--- config.mk ---
export PLATFORM = sky130hd
export DESIGN_NAME = ascon_block_feeder
export DESIGN_NICKNAME = d
export VERILOG_FILES = /design/src/rtl/ascon_feeder_pkg.sv /design/src/rtl/ascon_byte_packer.sv /design/src/rtl/ascon_block_feeder.sv
export SDC_FILE = /design/constraint.sdc
export NUM_CORES = 1
export LEC_CHECK = 0
export BUFFER_PORTS_ARGS = -buffer_cell sky130_fd_sc_hd__buf_2
export CORE_ASPECT_RATIO = 2
export CORE_MARGIN = 2
export CORE_UTILIZATION = 28
export CTS_CLUSTER_SIZE = 10
export DETAILED_ROUTE_END_ITERATION = 10
export GPL_TIMING_DRIVEN = 0
export PLACE_DENSITY_LB_ADDON = 0.08
export RECOVER_POWER = 50
export SLEW_MARGIN = 5
export SYNTH_ARGS = -nofsm -noshare
export SYNTH_HDL_FRONTEND = slang
export SYNTH_SLANG_ARGS = --single-unit
--- constraint.sdc ---
create_clock -name clock_i -period 1.9 [get_ports clock_i]
set_input_delay 0.19 -clock clock_i [delete_from_list [all_inputs] [get_ports clock_i]]
set_output_delay 0.19 -clock clock_i [all_outputs]
set_load 0.02 [all_outputs]
--- src/rtl/ascon_feeder_pkg.sv ---
// ascon_feeder_pkg
//   Shared types and constants for the ASCON block feeder.
//   state_t   : feeder FSM states, IDLE .. DONE
//   BEATS     : host beats per 64-bit block
//   BLK_IDX_W : width of the block index (A1, P1, P2, P3)
package ascon_feeder_pkg;

  localparam int FEED_IN_W     = 8;
  localparam int FEED_BLOCK_W  = 64;
  localparam int FEED_N_BLOCKS = 4;
  localparam int BEATS         = FEED_BLOCK_W / FEED_IN_W;
  localparam int BLK_IDX_W     = 2;

  typedef enum logic [2:0] {
    IDLE,
    START,
    FILL,
    HOLD,
    PRESENT,
    ACK,
    DONE
  } state_t;

endpackage

--- src/rtl/ascon_byte_packer.sv ---
// ascon_byte_packer
//   Packs host beats MSB-first into one block and counts beats.
//   clock_i   : clock, rising edge
//   reset_i   : synchronous active-high reset
//   clear     : drop any partial block and restart the beat count
//   shift_en  : a beat is accepted this cycle
//   data      : the beat being accepted
//   word      : the block as it stands including the current beat, so the
//               caller can capture it on the same edge as the last beat
//   complete  : the current beat is the last beat of a block
module ascon_byte_packer #(
  parameter int IN_W    = 8,
  parameter int BLOCK_W = 64
) (
  input  logic               clock_i,
  input  logic               reset_i,
  input  logic               clear,
  input  logic               shift_en,
  input  logic [IN_W-1:0]    data,
  output logic [BLOCK_W-1:0] word,
  output logic               complete
);

  localparam int NUM_BEATS = BLOCK_W / IN_W;
  localparam int CNT_W     = $clog2(NUM_BEATS);
  localparam logic [CNT_W-1:0] LAST_BEAT = CNT_W'(NUM_BEATS - 1);

  logic [BLOCK_W-1:0] shift_reg;
  logic [CNT_W-1:0]   count_reg;

  assign word     = {shift_reg[BLOCK_W-IN_W-1:0], data};
  assign complete = shift_en && (count_reg == LAST_BEAT);

  always_ff @(posedge clock_i) begin
    if (reset_i || clear) begin
      shift_reg <= '0;
      count_reg <= '0;
    end else if (shift_en) begin
      shift_reg <= word;
      // wrap on the last beat so the next block starts from zero
      count_reg <= complete ? '0 : count_reg + 1'b1;
    end
  end

endmodule

--- src/rtl/ascon_block_feeder.sv ---
// ascon_block_feeder
//   Upstream stage of the ASCON control FSM. Packs the host byte stream into
//   four 64-bit blocks (A1, P1, P2, P3), pulses start_o once per message and
//   presents each block with a one-cycle data_valid_o while the FSM waits.
//   clock_i      : clock, rising edge
//   reset_i      : synchronous active-high reset
//   start_req_i  : begin a message (only looked at in IDLE)
//   s_data_i     : host beat, MSB-first within a block
//   s_valid_i    : host beat valid
//   s_ready_o    : feeder accepts a beat this cycle
//   fsm_wait_i   : FSM parked in one of its end_* wait phases
//   fsm_end_i    : FSM end pulse
//   start_o      : one-cycle start pulse to the FSM
//   data_valid_o : one-cycle block-valid pulse to the FSM
//   block_o      : block for the FSM datapath, changes only when a block fills
//   block_idx_o  : index of the block in block_o
//   busy_o       : message in progress
//   done_o       : one-cycle message-complete pulse
module ascon_block_feeder
  import ascon_feeder_pkg::*;
#(
  parameter int IN_W     = FEED_IN_W,
  parameter int BLOCK_W  = FEED_BLOCK_W,
  parameter int N_BLOCKS = FEED_N_BLOCKS
) (
  input  logic                 clock_i,
  input  logic                 reset_i,
  input  logic                 start_req_i,
  input  logic [IN_W-1:0]      s_data_i,
  input  logic                 s_valid_i,
  output logic                 s_ready_o,
  input  logic                 fsm_wait_i,
  input  logic                 fsm_end_i,
  output logic                 start_o,
  output logic                 data_valid_o,
  output logic [BLOCK_W-1:0]   block_o,
  output logic [BLK_IDX_W-1:0] block_idx_o,
  output logic                 busy_o,
  output logic                 done_o
);

  localparam logic [BLK_IDX_W-1:0] LAST_IDX = BLK_IDX_W'(N_BLOCKS - 1);

  state_t                 state_reg;
  logic                   start_reg;
  logic                   data_valid_reg;
  logic                   s_ready_reg;
  logic                   busy_reg;
  logic                   done_reg;
  logic [BLOCK_W-1:0]     block_reg;
  logic [BLK_IDX_W-1:0]   block_idx_reg;
  logic [BLK_IDX_W-1:0]   cur_idx_reg;

  logic                   beat_fire;
  logic                   packer_clear;
  logic                   block_complete;
  logic [BLOCK_W-1:0]     packed_word;

  // s_ready_reg is only ever high in FILL, so this is the FILL handshake
  assign beat_fire    = s_valid_i & s_ready_reg;
  // fresh block count at message start and when moving on to the next block
  assign packer_clear = (state_reg == START) || ((state_reg == ACK) && !fsm_wait_i);

  ascon_byte_packer #(
    .IN_W    (IN_W),
    .BLOCK_W (BLOCK_W)
  ) u_packer (
    .clock_i  (clock_i),
    .reset_i  (reset_i),
    .clear    (packer_clear),
    .shift_en (beat_fire),
    .data     (s_data_i),
    .word     (packed_word),
    .complete (block_complete)
  );

  // Outputs are registered alongside the state so that each one is set on
  // the edge entering the state it belongs to.
  always_ff @(posedge clock_i) begin
    if (reset_i) begin
      state_reg      <= IDLE;
      start_reg      <= 1'b0;
      data_valid_reg <= 1'b0;
      s_ready_reg    <= 1'b0;
      busy_reg       <= 1'b0;
      done_reg       <= 1'b0;
      block_reg      <= '0;
      block_idx_reg  <= '0;
      cur_idx_reg    <= '0;
    end else begin
      start_reg      <= 1'b0;
      data_valid_reg <= 1'b0;
      done_reg       <= 1'b0;
      case (state_reg)
        IDLE: begin
          if (start_req_i) begin
            state_reg <= START;
            start_reg <= 1'b1;
            busy_reg  <= 1'b1;
          end
        end
        START: begin
          cur_idx_reg <= '0;
          s_ready_reg <= 1'b1;
          state_reg   <= FILL;
        end
        FILL: begin
          if (beat_fire && block_complete) begin
            block_reg     <= packed_word;
            block_idx_reg <= cur_idx_reg;
            s_ready_reg   <= 1'b0;
            state_reg     <= HOLD;
          end
        end
        HOLD: begin
          // block 0 waits here through the FSM's initialisation rounds
          if (fsm_wait_i) begin
            data_valid_reg <= 1'b1;
            state_reg      <= PRESENT;
          end
        end
        PRESENT: begin
          state_reg <= ACK;
        end
        ACK: begin
          // fsm_wait_i still high means the FSM has not taken the block yet
          if (!fsm_wait_i) begin
            if (cur_idx_reg == LAST_IDX) begin
              state_reg <= DONE;
            end else begin
              cur_idx_reg <= cur_idx_reg + 1'b1;
              s_ready_reg <= 1'b1;
              state_reg   <= FILL;
            end
          end
        end
        DONE: begin
          if (fsm_end_i) begin
            done_reg  <= 1'b1;
            busy_reg  <= 1'b0;
            state_reg <= IDLE;
          end
        end
        default: begin
          state_reg   <= IDLE;
          s_ready_reg <= 1'b0;
          busy_reg    <= 1'b0;
        end
      endcase
    end
  end

  assign start_o      = start_reg;
  assign data_valid_o = data_valid_reg;
  assign s_ready_o    = s_ready_reg;
  assign busy_o       = busy_reg;
  assign done_o       = done_reg;
  assign block_o      = block_reg;
  assign block_idx_o  = block_idx_reg;

endmodule

======== Word level (Yosys, flattened, before mapping) ========
Index checks and enable logic that the tools add are counted.
storage, ports and cells
  bits in registers ....................... 135
  input bits .............................. 14
  output and inout port bits .............. 71
  word-level logic and storage cells ...... 72
operators by class
  $add $sub $neg .......................... 2
  equality and inequality tests ........... 14
  mux-type cells .......................... 21
  bitwise gates (word level) .............. 6
  reductions and logical operators ........ 18
operators with widths
  operator                                             count
  2-to-1 mux 3 bit                                     7
  case mux 3 bit (7 select lines)                      1
  equality test 3 bit, second input constant           4
  != test 2 bit, second input constant                 6
  2-to-1 mux 1 bit                                     8
  equality test 3 x 2 -> 1 bit, second input constant  2
  AND reduction 3 bit                                  2
  OR reduction 2 bit                                   3
  NOT 1 bit                                            5
  AND reduction 5 bit                                  1
  OR reduction 5 bit                                   1
  2-to-1 mux 2 bit                                     2
  case mux 1 bit (4 select lines)                      1
  case mux 2 bit (2 select lines)                      1
  AND reduction 4 bit                                  1
  OR reduction 4 bit                                   1
  adder 3 x 1 -> 3 bit, second input constant          1
  equality test 3 x 1 -> 1 bit, second input constant  1
  logical AND 1 bit                                    3
  zero test 3 bit                                      1
  case mux 1 bit (3 select lines)                      1
  adder 2 x 1 -> 2 bit, second input constant          1
  equality test 2 bit, second input constant           1
  logical OR 1 bit                                     2
  other kinds (4)                                      4

======== Longest topological paths before layout ========
Gate-level depths: netlist (run 1).
  depth after elaboration ................. 5
  mapped depth ............................ 8
  depth with buffers taken out ............ 5

======== Modules after synthesis ========
From an unflattened synthesis (run 1), not the netlist that was laid out.
second synthesis, totals
  cells, all modules ...................... 560
  area, all modules ....................... 5023.6 µm²
by module, submodules not included
  module              times used  cells each  area an instance (µm²)  seq. area each (µm²)
  ascon_block_feeder  1           354         2821.5                  1521.5
  ascon_byte_packer   1           206         2202.1                  1181.1

======== Worst setup path before layout (run 1) ========
No wires, ideal clock.
  kind .................................... register -> register
  start point ............................. register u_packer.count_reg[0]
  end point ............................... register block_reg[41], in the netlist block_o[41]
  setup time .............................. 132 ps
  arrival ................................. 1408 ps
  data required time ...................... 1768 ps
  setup slack ............................. 360 ps
  cell stages (with the launch flop) ...... 9
  path buffers ............................ 3
  period minus slack after synthesis ...... 1540 ps
  cell sequence ........................... dfxtp_1 -> ha_1 -> ha_1 -> and4b_1 -> clkbuf_2 -> buf_6 -> buf_4 -> nand3_1 -> a21oi_1
on the way
  word-level cells in the longest chain between the ends .. 4
RTL lines
  item                           line                       source
  start, declared                ascon_byte_packer.sv:29    logic [CNT_W-1:0] count_reg;
  start signal, assigned         ascon_byte_packer.sv:41    count_reg <= complete ? '0 : count_reg + 1'b1;
  equality test 3 bit            ascon_byte_packer.sv:32    assign complete = shift_en && (count_reg == LAST_BEAT);
  logical AND 1 bit              ascon_byte_packer.sv:32
  logical AND 1 bit              ascon_block_feeder.sv:108  if (beat_fire && block_complete) begin
  AND reduction 2 bit (no line)  n/a
  end signal, assigned           ascon_block_feeder.sv:109  block_reg <= packed_word;
  end, declared                  ascon_block_feeder.sv:50   logic [BLOCK_W-1:0] block_reg;
No other way between the ends.
A chain may end at the register's enable or synchronous reset.

======== Worst setup path after layout (run 1) ========
  start point ............................. register u_packer.count_reg[0]
  end point ............................... register block_reg[27], in the netlist block_o[27]
Same word-level chain as after synthesis.

==> results of run 1 <==
[power by group through the flow]
stage	sequential (mW)	clock (mW)	combinational, mW
after floorplan	2.94	0	0.263
after global placement	2.94	0	0.405
after detailed placement	2.94	0	0.412
after CTS	2.88	3.28	0.413
after global routing	2.88	3.40	0.452
final	2.88	3.19	0.407
[worst register-to-register path, stage by stage (launching register included)]
cell      delay [ns]
dfxtp_1         0.36
ha_1            0.17
ha_2            0.21
nand4b_1        0.20
buf_6           0.22
buf_2           0.18
o21ai_0         0.18
a21oi_1         0.10
[cell usage after synthesis]
master,count,area [um^2]
a21oi_1,128,641
and4b_1,1,10.0
nand2_1,123,462
o21ai_1,7,35.0
and2_1,2,12.5
nor3b_1,2,15.0
inv_1,2,7.51
or3_1,1,6.26
buf_2,20,100
o211ai_1,2,15.0
o21ba_2,1,10.0
a41o_1,1,10.0
nor4b_1,2,17.5
a31oi_1,3,18.8
nor3_1,3,15.0
o21a_1,1,7.51
nand3_1,68,340
o221a_2,1,11.3
o21bai_1,1,7.51
nor2_1,5,18.8
nor2b_1,1,6.26
o21ai_0,62,310
clkbuf_2,1,5.00
buf_1,1,3.75
o31a_1,1,8.76
nand3b_1,4,30.0
buf_6,1,11.3
buf_4,6,45.0
a311oi_1,1,8.76
nand4b_1,1,8.76
o21ai_2,1,8.76
clkbuf_1,32,120
ha_1,3,37.5
dfxtp_1,135,2700
mux2i_1,1,10.0
nand2b_1,3,18.8
[path summary, 6_finish.rpt]
kind                                              from                     end  slack [ns]
worst min-delay path                       s_data_i[7]   u_packer.shift_reg[7]        0.02
worst max register to register   u_packer.count_reg[0]             block_o[27]        0.15
worst min register to register  u_packer.shift_reg[55]  u_packer.shift_reg[55]        0.46
worst max-delay path             u_packer.count_reg[0]             block_o[27]        0.15
[placed cells by master, fill, tap and decap left out, drive strengths merged]
cell | Yosys | routed
nor2 | 5 | 5
nand2 | 123 | 123
nor3b | 2 | 2
o221a | 1 | 1
o31a | 1 | 1
a41o | 1 | 1
mux2i | 1 | 1
clkinvlp | 0 | 2
clkinv | 0 | 9
nand4b | 1 | 1
a31oi | 3 | 3
clkbuf | 33 | 124
nand3b | 4 | 4
o21a | 1 | 1
o21ai | 70 | 70
o21ba | 1 | 1
nand3 | 68 | 68
bufinv | 0 | 2
ha | 3 | 3
inv | 2 | 2
nor2b | 1 | 1
buf | 28 | 39
and2 | 2 | 2
dfxtp | 135 | 135
o21bai | 1 | 1
nor4b | 2 | 2
or3 | 1 | 1
a311oi | 1 | 1
o211ai | 2 | 2
and4b | 1 | 1
nand2b | 3 | 3
a21oi | 128 | 128
nor3 | 3 | 3
[layout make-up]
type	count	area, um^2	share of cell area, %
Clock buffer	17	425	6.76
Inverter	2	7.51	0.119
Multi-Input combinational cell	430	2110	33.5
Tap cell	213	267	4.24
Clock inverter	13	135	2.15
Timing Repair Buffer	85	340	5.41
Sequential cell	135	2700	43.0
Buffer	61	304	4.83
[per-stage QoR]
step,total power [mW],hold WS (ns)
2_1_floorplan,3.20,0.326
3_3_place_gp,3.35,0.448
3_5_place_dp,3.35,0.453
4_1_cts,6.57,0.00339
5_1_grt,6.73,0.0225
6_report,6.47,0.0225
[cells by family after synthesis]
logic type               synth area share [%]
AND/OR/NAND/NOR                          18.9
AO/OA/AOI/OAI                            21.4
flip-flops                               53.0
buffers and inverters                    5.75
adder cells (fa/ha/maj)                 0.737
multiplexers                            0.196
[per-layer routing]
layer	share of wire (%)	wire [um]	global-route usage, %
met1	36	5700	16.5
met3	2.9	464	3.49
met4	1.9	307	6.54
met5	0	0	0
met2	59	9300	33.3
[repair_timing]
item	in CTS	in global routing
pin swaps	0	1
endpoints found under the setup margin	2	39
cloned	0	0
buffers inserted	0	1
gates resized for setup	1	16
==> flow_summary.ini, run 1 <==
[run_status]
status = completed

[die]
initial_core_util_pct = 28.7
die-area_um2 = 19400
core_um2 = 17800
rows = 69
ioPinCount = 85
die_y_um = 195
die_w_um = 99.4

[critical_path]
end_kind = flop
cp_num_cells = 7
crit_chain = ha_1 > ha_2 > nand4b_1 > buf_6 > buf_2 > o21ai_0 > a21oi_1
slowest_delay_ns = 0.36
crit_family = buffers and inverters
crit_required_ns = 2.18
rr_worst_depth = 7
crit_type = flop to flop
arrival_ns = 2.03
crit_buf_inv = 2
crit_slowest_cell = dfxtp_1
path_max_fanout = 10
cp-start-kind = flop

[global_routing]
grt_max_degree = 17
grt_use_total_pct = 16.9
gr-total-overflow = 0
antenna_found_initial = 0
grt_pass1_wl_mm = 25.4
grt_pass1_vias = 4868

[power]
switchingPower_mw = 1.61
ir_drop_mv = 0.558
pwr-share-seq_pct = 44.5
powerDensity_nw_per_um2 = 1030
p_leak_nw = 2.02
power.internal_mw = 4.86
combPwrFrac_pct = 6.3
pwr-share-clk_pct = 49.2
netSwitchingFraction_pct = 24.8

[sta]
setup_violations = 0
slew_violations = 0
hold_viol = 0
maxSlewHeadroom_pct = 51.1
max_freq_mhz = 571
period_needed_ns = 1.75
finalSetupTns_ns = 0
fin_ws_ns = 0.149
skew_ns = 0.0104
rsz0062_at_grt = true
min_period_over_period_pct = 92.2
max_slew.worst_pin.slew_ns = 0.733

[final_layout]
area_growth_syn_to_layout_pct = 23.4
fillers = 1954
largest_reg_flops = 64
final_area_um2 = 6290
fin_util_pct = 35.4
fin_cells = 956
finish.net_count = 749
antennaDiodeCount = 0
drive_above_1_share_pct = 10.5

[clocking]
cts-root-buf = clkbuf_16
cts_sinks = 135
cts_max_path_buffers = 2
tritoncts = built
htree_levels = 4
clock_latency_ns = 0.42
cts_made_buffers = 17
clk_pin_slew_ns = 0.06
hold_buffers = 0

[place]
hpwl_mm = 11.7
place_ws_ns = 0.0225
dp.cells = 925
portBuffers = 84
post_dp_cell_area_um2 = 5780
gp_congestion = 0.813

[yosys]
ys_warn_count = 0
synth_fp_nets = 645
ys_ff_latch = 135
seq_area_frac_synth_pct = 53.0
synth_cells = 628
syn_area_um2 = 5100
yosysUniqueCellTypes = 36
post_synth.cell_area_avg_um2 = 8.11

[detailed_routing]
num_vias = 4717
drt_iter0_markers = 183
wl_per_cell_um = 16.5
dr.pass1.iters = 4
viasPerCell = 4.93
final_antenna_net_count = 0
drc = 0
drt_wl_total_mm = 15.8

[job]
cap_violations = 0

[worst_hold_path]
hp-class = primary input to flop
whs_path_depth = 3
Power figures use the tool's default switching activity.
==> inputs of run 2 (changes only) <==
--- a/config.mk
+++ b/config.mk
@@ -5,14 +5,14 @@
 export SDC_FILE = /design/constraint.sdc
 export NUM_CORES = 1
 export LEC_CHECK = 0
-export BUFFER_PORTS_ARGS = -buffer_cell sky130_fd_sc_hd__buf_2
 export CORE_ASPECT_RATIO = 2
 export CORE_MARGIN = 2
 export CORE_UTILIZATION = 28
 export CTS_CLUSTER_SIZE = 10
 export DETAILED_ROUTE_END_ITERATION = 10
+export DONT_BUFFER_PORTS = 1
 export GPL_TIMING_DRIVEN = 0
-export PLACE_DENSITY_LB_ADDON = 0.08
+export PLACE_DENSITY = 0.45
 export RECOVER_POWER = 50
 export SLEW_MARGIN = 5
 export SYNTH_ARGS = -nofsm -noshare
==> flow_summary.ini, run 2 (synthesized netlist as in run 1, its figures left out) <==
[run_status]
status = completed

[detailed_routing]
drt_iter0_markers = 134
viasPerCell = 5.03
num_vias = 4449
drt_wl_total_mm = 15.6
drc = 0
final_antenna_net_count = 0
dr.pass1.iters = 4
wl_per_cell_um = 17.6

[die]
die-area_um2 = 19400
ioPinCount = 85
core_um2 = 17800
rows = 69
die_w_um = 99.4
die_y_um = 195
initial_core_util_pct = 28.7

[critical_path]
arrival_ns = 2.07
slowest_delay_ns = 0.35
crit_slowest_cell = dfxtp_1
path_max_fanout = 10
timing.rr.start = u_packer.count_reg[0]
cp-start-kind = flop
end_kind = flop
crit_chain = ha_1 > ha_4 > nand4b_1 > buf_4 > buf_2 > o21ai_0 > a21oi_1
crit_type = flop to flop
startpoint = u_packer.count_reg[0]
crit_required_ns = 2.19
crit_family = buffers and inverters
crit_buf_inv = 2

[sta]
finalSetupTns_ns = 0
setup_violations = 0
hold_viol = 0
skew_ns = 0.00964
rsz0062_at_grt = true
maxSlewHeadroom_pct = 52.0
slew_violations = 0
min_period_over_period_pct = 93.7
period_needed_ns = 1.78
max_slew.worst_pin.slew_ns = 0.719
max_freq_mhz = 562

[job]
cap_violations = 0

[global_routing]
grt_max_degree = 17
gr-total-overflow = 0
grt_pass1_wl_mm = 24.7
grt_use_total_pct = 16.7
antenna_found_initial = 0
grt_pass1_vias = 4518

[place]
portBuffers = 0
dp.cells = 841
hpwl_mm = 11.5
post_dp_cell_area_um2 = 5360
gp_congestion = 0.824

[clocking]
htree_levels = 4
cts_made_buffers = 17
clk_pin_slew_ns = 0.06
tritoncts = built
clock_latency_ns = 0.43
cts_max_path_buffers = 2
cts-root-buf = clkbuf_16
cts_sinks = 135

[power]
p_leak_nw = 1.96
finalPower_mw = 6.95
powerDensity_nw_per_um2 = 1130
ir_drop_mv = 0.504

[final_layout]
layout_common_cells = dfxtp_1, a21oi_1, nand2_1
fillers = 1865
final_area_um2 = 6140
finish.net_count = 675
area_growth_syn_to_layout_pct = 20.5
largest_reg_flops = 64
antennaDiodeCount = 0
final_common_cell = dfxtp_1
drive_above_1_share_pct = 9.54
fin_util_pct = 34.5
fin_cells = 884

[worst_hold_path]
hold_start = reset_i
hp-class = primary input to flop
## run 2: worst paths after layout
kind | to | slack (ns) | cells after the start
setup / recovery | block_o[53] | 0.12 | 7
hold / removal | s_ready_o | 0.04 | 2
setup reg to reg | block_o[53] | 0.12 | 7
hold reg to reg | u_packer.shift_reg[51] | 0.46 | 2
## run 2: per-layer routing
metal / wire (um) / track usage, %
met5: 0 / 0
met4: 305 / 7.05
met2: 9230 / 32.8
met3: 501 / 4.35
met1: 5530 / 15.6
## run 2: what timing repair did
item                                    in CTS  in global routing
hold endpoints to repair                    20                  0
setup buffers                                0                  1
hold buffers                                10                  0
gates cloned                                 0                  0
endpoints found under the setup margin      13                 45
pin swaps                                    0                  1
resized for setup                            1                  6
## run 2: cell type report
class / count / area (um^2) / share of cell area, %
Buffer: 61 / 292 / 4.75
Clock buffer: 19 / 433 / 7.05
Clock inverter: 13 / 218 / 3.55
Inverter: 2 / 7.51 / 0.122
Multi-Input combinational cell: 430 / 2110 / 34.4
Sequential cell: 135 / 2700 / 44.0
Tap cell: 213 / 267 / 4.34
Timing Repair Buffer: 11 / 108 / 1.75
## run 2: where the power goes
part           total, mW  internal [mW]  switching [mW]
registers           2.89           2.85          0.0369
clock network       3.67           2.35            1.32
logic              0.391          0.105           0.286
total               6.95           5.31            1.64
## run 2: metrics by stage
step,hold WS [ns],worst slack (ns)
after floorplan,0.326,0.360
after global placement,0.334,0.0250
after detailed placement,0.333,0.00273
after CTS,0.0152,0.0197
after global routing,0.0312,-0.0379
final,0.0363,0.119
==> inputs of run 3 (changes only) <==
==> constraint.sdc (replaced) <==
create_clock -name clock_i -period 1.9 [get_ports clock_i]
set_input_delay 0.19 -clock clock_i [delete_from_list [all_inputs] [get_ports clock_i]]
set_output_delay 0.19 -clock clock_i [all_outputs]
set_load 0.1 [all_outputs]
==> flow_summary.ini, run 3 (synthesized netlist as in run 1, its figures left out) <==
[run_status]
status = completed

[sta]
fin_ws_ns = 0.120
period_needed_ns = 1.78
rsz0062_at_grt = false
whs_ns = 0.0289
maxSlewHeadroom_pct = 31.2
finalSetupTns_ns = 0
min_period_over_period_pct = 93.7
setup_violations = 0
skew_ns = 0.00759
hold_viol = 0
max_slew.worst_pin.slew_ns = 1.03
slew_violations = 0
max_freq_mhz = 562

[final_layout]
largest_reg_flops = 64
layout_common_cells = dfxtp_1, a21oi_1, nand2_1
final_common_cell = dfxtp_1
finish.net_count = 674
antennaDiodeCount = 0
final_area_um2 = 6070
area_growth_syn_to_layout_pct = 19.1
drive_above_1_share_pct = 9.55

[die]
core_um2 = 17800
ioPinCount = 85
die_w_um = 99.4
initial_core_util_pct = 28.7
die_y_um = 195
rows = 69
die-area_um2 = 19400

[place]
hpwl_mm = 11.5
gp_congestion = 0.809
post_dp_cell_area_um2 = 5360
place_ws_ns = -0.0653
portBuffers = 0

[power]
p_leak_nw = 1.91
powerDensity_nw_per_um2 = 1090
ir_drop_mv = 0.417

[critical_path]
crit_type = flop to flop
crit_slowest_cell = dfxtp_1
cp-start-kind = flop
crit_chain = ha_1 > ha_2 > nand4b_1 > buf_6 > buf_2 > o21ai_0 > a21oi_1
crit_buf_inv = 2
path_max_fanout = 10
arrival_ns = 2.06
end_kind = flop
slowest_delay_ns = 0.36
crit_family = buffers and inverters
crit_required_ns = 2.18

[clocking]
cts_max_path_buffers = 2
tritoncts = built
clk_pin_slew_ns = 0.06
cts_sinks = 135
htree_levels = 4
cts-root-buf = clkbuf_16
clock_latency_ns = 0.42
cts_made_buffers = 17

[global_routing]
grt_pass1_vias = 4561
grt_max_degree = 17
gr-total-overflow = 0
antenna_found_initial = 0
grt_pass1_wl_mm = 24.4
grt_use_total_pct = 16.3

[detailed_routing]
drt_wl_total_mm = 15.4
num_vias = 4516
viasPerCell = 5.11
wl_per_cell_um = 17.4
dr.pass1.iters = 4
drt_iter0_markers = 201
final_antenna_net_count = 0
drc = 0

[job]
cap_violations = 0

[worst_hold_path]
hp-class = primary input to flop
[run 3: repair_timing]
action,4_1_cts,5_1_grt
gates resized for setup,2,10
pin swaps,0,1
hold buffers,9,0
hold endpoints to repair,19,0
endpoints found under the setup margin,40,36
setup buffers,0,1
gates cloned,0,0
[run 3: layout make-up]
| class | count | area [um^2] |
|---|---|---|
| sequential | 135 | 2710 |
| clock inverter | 13 | 148 |
| tap | 213 | 267 |
| fill | 1903 | 11700 |
| clock buffer | 19 | 433 |
| buffer | 61 | 305 |
| inverter | 2 | 7.51 |
| timing repair buffer | 10 | 97.6 |
| multi-input combinational | 430 | 2100 |
[run 3: metrics by stage]
step / utilization [%] / power (mW) / std cells
floorplan: - / 3.25 / 628
global placement: 30.2 / 3.36 / 841
detailed placement: 30.2 / 3.37 / 841
CTS: 34.0 / 6.66 / 882
global route: 34.1 / 6.82 / 883
finish: 34.1 / 6.59 / 883
[run 3: worst reg2reg max path, stage by stage (launching register included)]
cell and delay (ns):
dfxtp_1 0.36, ha_1 0.16, ha_2 0.21, nand4b_1 0.22, buf_6 0.23, buf_2 0.17
o21ai_0 0.19, a21oi_1 0.10
[run 3: layer usage]
metal	vias to the layer above	global-route usage (%)	share of wire, %
met1	2147	15.3	36
met4	0	7.66	3.5
li1	2237	-	-
met2	102	31.9	57
met5	-	0	0
met3	30	3.92	3.8
[run 3: worst paths after layout]
kind / endpoint / slack (ns) / start / cells after the start
hold reg to reg: u_packer.shift_reg[55] / 0.46 / u_packer.shift_reg[55] / 2
hold / removal: s_ready_o / 0.03 / reset_i / 2
setup / recovery: block_o[55] / 0.12 / u_packer.count_reg[0] / 7
setup reg to reg: block_o[55] / 0.12 / u_packer.count_reg[0] / 7
[run 3: report_power, final]
group / switching, mW / internal, mW
clock: 1.32 / 1.94
combinational: 0.282 / 0.103
sequential: 0.0830 / 2.85
total: 1.69 / 4.90
